## config.mk

```make
export PLATFORM = sky130hd
export DESIGN_NAME = booth_controller
export DESIGN_NICKNAME = d
export VERILOG_FILES = /design/src/rtl/booth_controller.sv
export SDC_FILE = /design/constraint.sdc
export NUM_CORES = 1
export LEC_CHECK = 0
export BUFFER_PORTS_ARGS = -buffer_cell sky130_fd_sc_hd__buf_2
export CORE_AREA = 2 2 39 41
export DETAILED_ROUTE_END_ITERATION = 10
export DIE_AREA = 0 0 41 43
export PLACE_DENSITY = 0.54
export SYNTH_ARGS = -nofsm -noshare
export SYNTH_HDL_FRONTEND = slang
export SYNTH_SLANG_ARGS = --single-unit
```

## constraint.sdc

```tcl
create_clock -name clk -period 2.46 [get_ports clk]
set_clock_uncertainty 0.05 [all_clocks]
set_input_delay 0.492 -clock clk [delete_from_list [all_inputs] [get_ports clk]]
set_output_delay 0.492 -clock clk [all_outputs]
set_load 0.1 [all_outputs]
```

## src/rtl/booth_controller.sv

```systemverilog
// booth_controller: control FSM for a radix-2 Booth multiplier datapath.
// Define BOOTH_ABORT_EN to add the abort input and the aborted status pulse.
module booth_controller #(
    parameter int N = 16
) (
    input  logic clk,
    input  logic rst_n,
    input  logic start,
    input  logic q0,
    input  logic qm1,
    input  logic eqz,
`ifdef BOOTH_ABORT_EN
    input  logic abort,
    output logic aborted,
`endif
    output logic ldA,
    output logic ldQ,
    output logic ldM,
    output logic clrA,
    output logic clrQ,
    output logic clrff,
    output logic sftA,
    output logic sftQ,
    output logic addsub,
    output logic decr,
    output logic ldcnt,
    output logic busy,
    output logic done
);
    typedef enum logic [2:0] {IDLE, LDM, LDQ, EVAL, SHIFT, DONE} state_t;
    state_t state, nxt;
    if (N < 1) begin : g_bad_n
        $error("booth_controller: N must be positive");
    end
    always_comb begin
        nxt = IDLE;
        case (state)
            IDLE:  nxt = start ? LDM : IDLE;
            LDM:   nxt = LDQ;
            LDQ:   nxt = EVAL;
            EVAL:  nxt = eqz ? DONE : SHIFT;
            SHIFT: nxt = EVAL;
            default: nxt = IDLE;
        endcase
    end
`ifdef BOOTH_ABORT_EN
    logic abort_ok;
    assign abort_ok = abort && state != IDLE && state != DONE;
    always_ff @(posedge clk or negedge rst_n) begin
        if (!rst_n) begin
            state   <= IDLE;
            aborted <= 1'b0;
        end else begin
            state   <= abort_ok ? IDLE : nxt;
            aborted <= abort_ok;
        end
    end
`else
    always_ff @(posedge clk or negedge rst_n) begin
        if (!rst_n) state <= IDLE;
        else        state <= nxt;
    end
`endif
    // q0/qm1 only matter while evaluating a live iteration
    logic ev;
    assign ev     = state == EVAL && !eqz;
    assign ldA    = ev && (q0 ^ qm1);
    assign addsub = ev && !q0 && qm1;
    assign ldM    = state == LDM;
    assign clrA   = state == LDM;
    assign clrff  = state == LDM;
    assign ldcnt  = state == LDM;
    assign clrQ   = 1'b0;
    assign ldQ    = state == LDQ;
    assign sftA   = state == SHIFT;
    assign sftQ   = state == SHIFT;
    assign decr   = state == SHIFT;
    assign busy   = state != IDLE;
    assign done   = state == DONE;
endmodule
```

# After elaboration in Yosys (flattened, before gate mapping)
# Cells that the tools add are included.
[totals]
input_bits = 6
register_bits = 3
output_inout_bits = 13
[classes]
n_reduce_logical = 9
n_mux = 3
bitwise_logic = 1
eq_ne = 5
[ops]
columns = ["operator", "n"]
rows = [
  ["case mux 3 bit (4 select lines)", 1],
  ["== test 3 x 2 -> 1 bit (second input constant)", 2],
  ["== test 3 bit (second input constant)", 2],
  ["logical AND 1 bit", 4],
  ["== test 3 x 1 -> 1 bit (second input constant)", 1],
  ["logical NOT 3 bit", 1],
  ["nonzero test 3 bit", 1],
  ["logical NOT 1 bit", 2],
  ["two-way mux 1 bit", 2],
  ["OR reduction 2 bit", 1],
  ["XOR 1 bit", 1],
]

# Depth between registers and ports, before layout
[logic_depth]
ltp_word = 4
mapped_depth = 3
ltp_nobuf = 2

# Worst setup path after synthesis
# No wires, ideal clock.
[synth_timing]
kind = "reg2out"
startpoint = "register state[1]"
endpoint = "output clrff"
path_stages_with_launch = 4
t_required_ps = 1918
t_arrival_ps = 3477
setup_slack_ps = -1559
cell_sequence = "dfrtp_1 > buf_6 > nor3b_1 > buf_4"
[synth_via]
elab_chain_cells = 1
[synth_rtl]
columns = ["item", "line_no", "rtl"]
rows = [
  ["start: declaration", "31", "state_t state, nxt;"],
  ["start signal: assignment", "61", "else state <= nxt;"],
  ["== test 3 x 1 -> 1 bit", "--", ""],
  ["end: declaration", "21", "output logic clrff,"],
]
# No other way between the ends.

# Final worst setup path
[layout_timing]
startpoint = "register state[1]"
endpoint = "output addsub"
[layout_via]
elab_chain_cells = 4
[layout_rtl]
columns = ["item", "line_no", "rtl"]
rows = [
  ["== test 3 x 2 -> 1 bit", "66", "assign ev = state == EVAL && !eqz;"],
  ["logical AND 1 bit", "66", ""],
  ["logical AND 1 bit (2 in a row)", "68", "assign addsub = ev && !q0 && qm1;"],
  ["end: declaration", "24", "output logic addsub,"],
]
# No other way between the ends.

==> impl_metrics.env <==
export IMPL_gp_congestion=0.659
export IMPL_critical_path_class="reg2out"
export IMPL_fin_cells=58
export IMPL_fillers=145
export IMPL_globalRouteTotalUtil=0.0766
export IMPL_synthArstFlopShare=1.00
export IMPL_fin_hold_ws_ps=525
export IMPL_status="finished, final reports clean"
export IMPL_io_pins=19
export IMPL_drv_slew=0
export IMPL_ctsResizeCount=0
export IMPL_cts_num_sinks=3
export IMPL_slowest_delay_ps=580
export IMPL_yosysTopAreaCell="dfrtp_1"
export IMPL_drt_iter0_markers=2
export IMPL_io_buffers=17
export IMPL_area_delta_synth_final_pct=27.3
export IMPL_syn_area_um2=303
export IMPL_postCtsSetupBuffers=0
export IMPL_ys_ff_latch=3
export IMPL_cts_reportedPaths_clkPinSlew_ps=40
export IMPL_fin_nets=49
export IMPL_initial_utilization=0.219
export IMPL_dp_cells=53
export IMPL_rows=14
export IMPL_setup_viol=0
export IMPL_cts_root_buf="clkbuf_4"
export IMPL_avgSynthCellArea_um2=10.4
export IMPL_ys_top_cells_by_area="dfrtp_1 25%, buf_4 15%, buf_6 11%"
export IMPL_fin_crit_ps=2170
export IMPL_cts_buffer_depth=2
export IMPL_final_hold_viol_count=0
export IMPL_post_route_period_util=0.881
export IMPL_hold_path_class="in2async"
export IMPL_dieArea_mm2=0.00176
export IMPL_viasPerCell=3.81
export IMPL_synth_cell_types=17
export IMPL_clk_insertion_delay_late_ps=230
export IMPL_fp_coreArea_mm2=0.00138
export IMPL_crit_required_ps=1920
export IMPL_cts_htree_levels=1
export IMPL_cts_buffers=3
export IMPL_drv_cap=0
export IMPL_largest_reg_flops=3
export IMPL_drive_gt1_frac=0.667
export IMPL_crit_path_cell_trace="nand3b_4 > nor4b_4 > buf_2"
export IMPL_dp_slack_ps=513
export IMPL_grt_pass1_vias=199
export IMPL_synth_top_area_frac=0.248
export IMPL_crit_path_start_kind="register"
export IMPL_crit_path_end_kind="output port"
export IMPL_worst_path_max_delay_cell="dfrtp_1"
export IMPL_firstDrtPassIters=4
export IMPL_ys_top_cells_by_count="6 x buf_4, 3 x buf_6, 3 x dfrtp_1, 3 x nor3b_1, 2 x nor3_1"
export IMPL_yosysSeqAreaShare=0.248
export IMPL_timing_final_ws_setup_ps=293
export IMPL_ant_nets=0
export IMPL_worstPathMaxFanout=11
export IMPL_regMostFlops="state"
export IMPL_crit_family="flip-flops"
export IMPL_drc=0
export IMPL_wl_per_cell_um=8.62
export IMPL_cp_arrival_ps=1630
export IMPL_fmax_mhz=461
export IMPL_grt_antenna_before_repair=0
export IMPL_vias=221
export IMPL_cts_tree="built"
export IMPL_diodes=0
export IMPL_die_h_um=43
export IMPL_chipWidth_um=41
export IMPL_crit_buf_inv=1
export IMPL_grt_pass1_wl_um=800
export IMPL_grt_max_degree=12
export IMPL_synth_fp_nets=35
export IMPL_synthCells=29
export IMPL_utilization=0.278
export IMPL_wl_um=500
export IMPL_synth_edf_count=0
export IMPL_yosysMostFrequentCell="buf_4"
export IMPL_grt_ovfl_total=0
export IMPL_reg_largest_list="state: 3 flops"
export IMPL_yosys_warnings=0
export IMPL_synth_flop_cell="dfrtp_1"
export IMPL_grt_setup_unrepaired="false"
==> layout by cell type (no fill, tap or decap), drive strengths merged <==
cell / instances
conb: 1
nand3b: 1
a221oi: 1
or3: 1
inv: 1
xor2: 1
o21a: 1
nor3: 2
nor3b: 3
and3b: 1
nor4b: 1
nand2: 1
dlygate4sd3: 1
dfrtp: 3
buf: 17
o21ai: 1
clkbuf: 4
xnor2: 1
==> through the flow <==
stage | instance area [µm²] | TNS [ps]
final | 385 | 0
after global routing | 385 | 0
after CTS | 385 | 0
after detailed placement | 349 | 0
after global placement | 349 | 0
after floorplan | 323 | -1890
==> metal layers <==
metal	share of wire	routed length [µm]	GRT usage	vias up
li1	-	-	-	116
met1	0.41	206	0.0879	98
met2	0.54	270	0.0781	7
met3	0.046	23	0.0314	0
met5	0	0	0	-
met4	0	0	0.120	0
==> cell type report <==
cell class / instances / area (µm²) / area share
Clock buffer: 4 / 26.3 / 0.0682
Inverter: 1 / 3.75 / 0.00974
Multi-Input combinational cell: 16 / 165 / 0.429
Sequential cell: 3 / 75.1 / 0.195
Tap cell: 16 / 20.0 / 0.0519
Timing Repair Buffer: 18 / 95.1 / 0.247
==> worst paths after layout <==
kind,start,end,slack [ps],cells past startpoint
worst min-delay path,rst_n,state[0],530,2
worst max register to register,state[1],state[1],1390,2
min in group clk,eqz,state[0],530,3
worst max-delay path,state[1],addsub,290,3
max in group asynchronous,rst_n,state[1],1720,2
worst min register to register,state[0],state[0],630,1
==> cell families after synthesis <==
kind of cell / after synthesis / share of synthesized area
AO/OA/AOI/OAI: 3 / 0.0909
XOR/XNOR: 2 / 0.0579
buffers and inverters: 10 / 0.273
flip-flops: 3 / 0.248
other: 1 / 0.0124
AND/OR/NAND/NOR: 10 / 0.318
==> timing repair <==
action / CTS / global route
hold buffers: 1 / 0
endpoints found under the setup margin: 0 / 0
hold endpoints to repair: 3 / 0
Power is not shown: default switching activity piles up to over one toggle a cycle in this logic, so the estimate is an artifact.
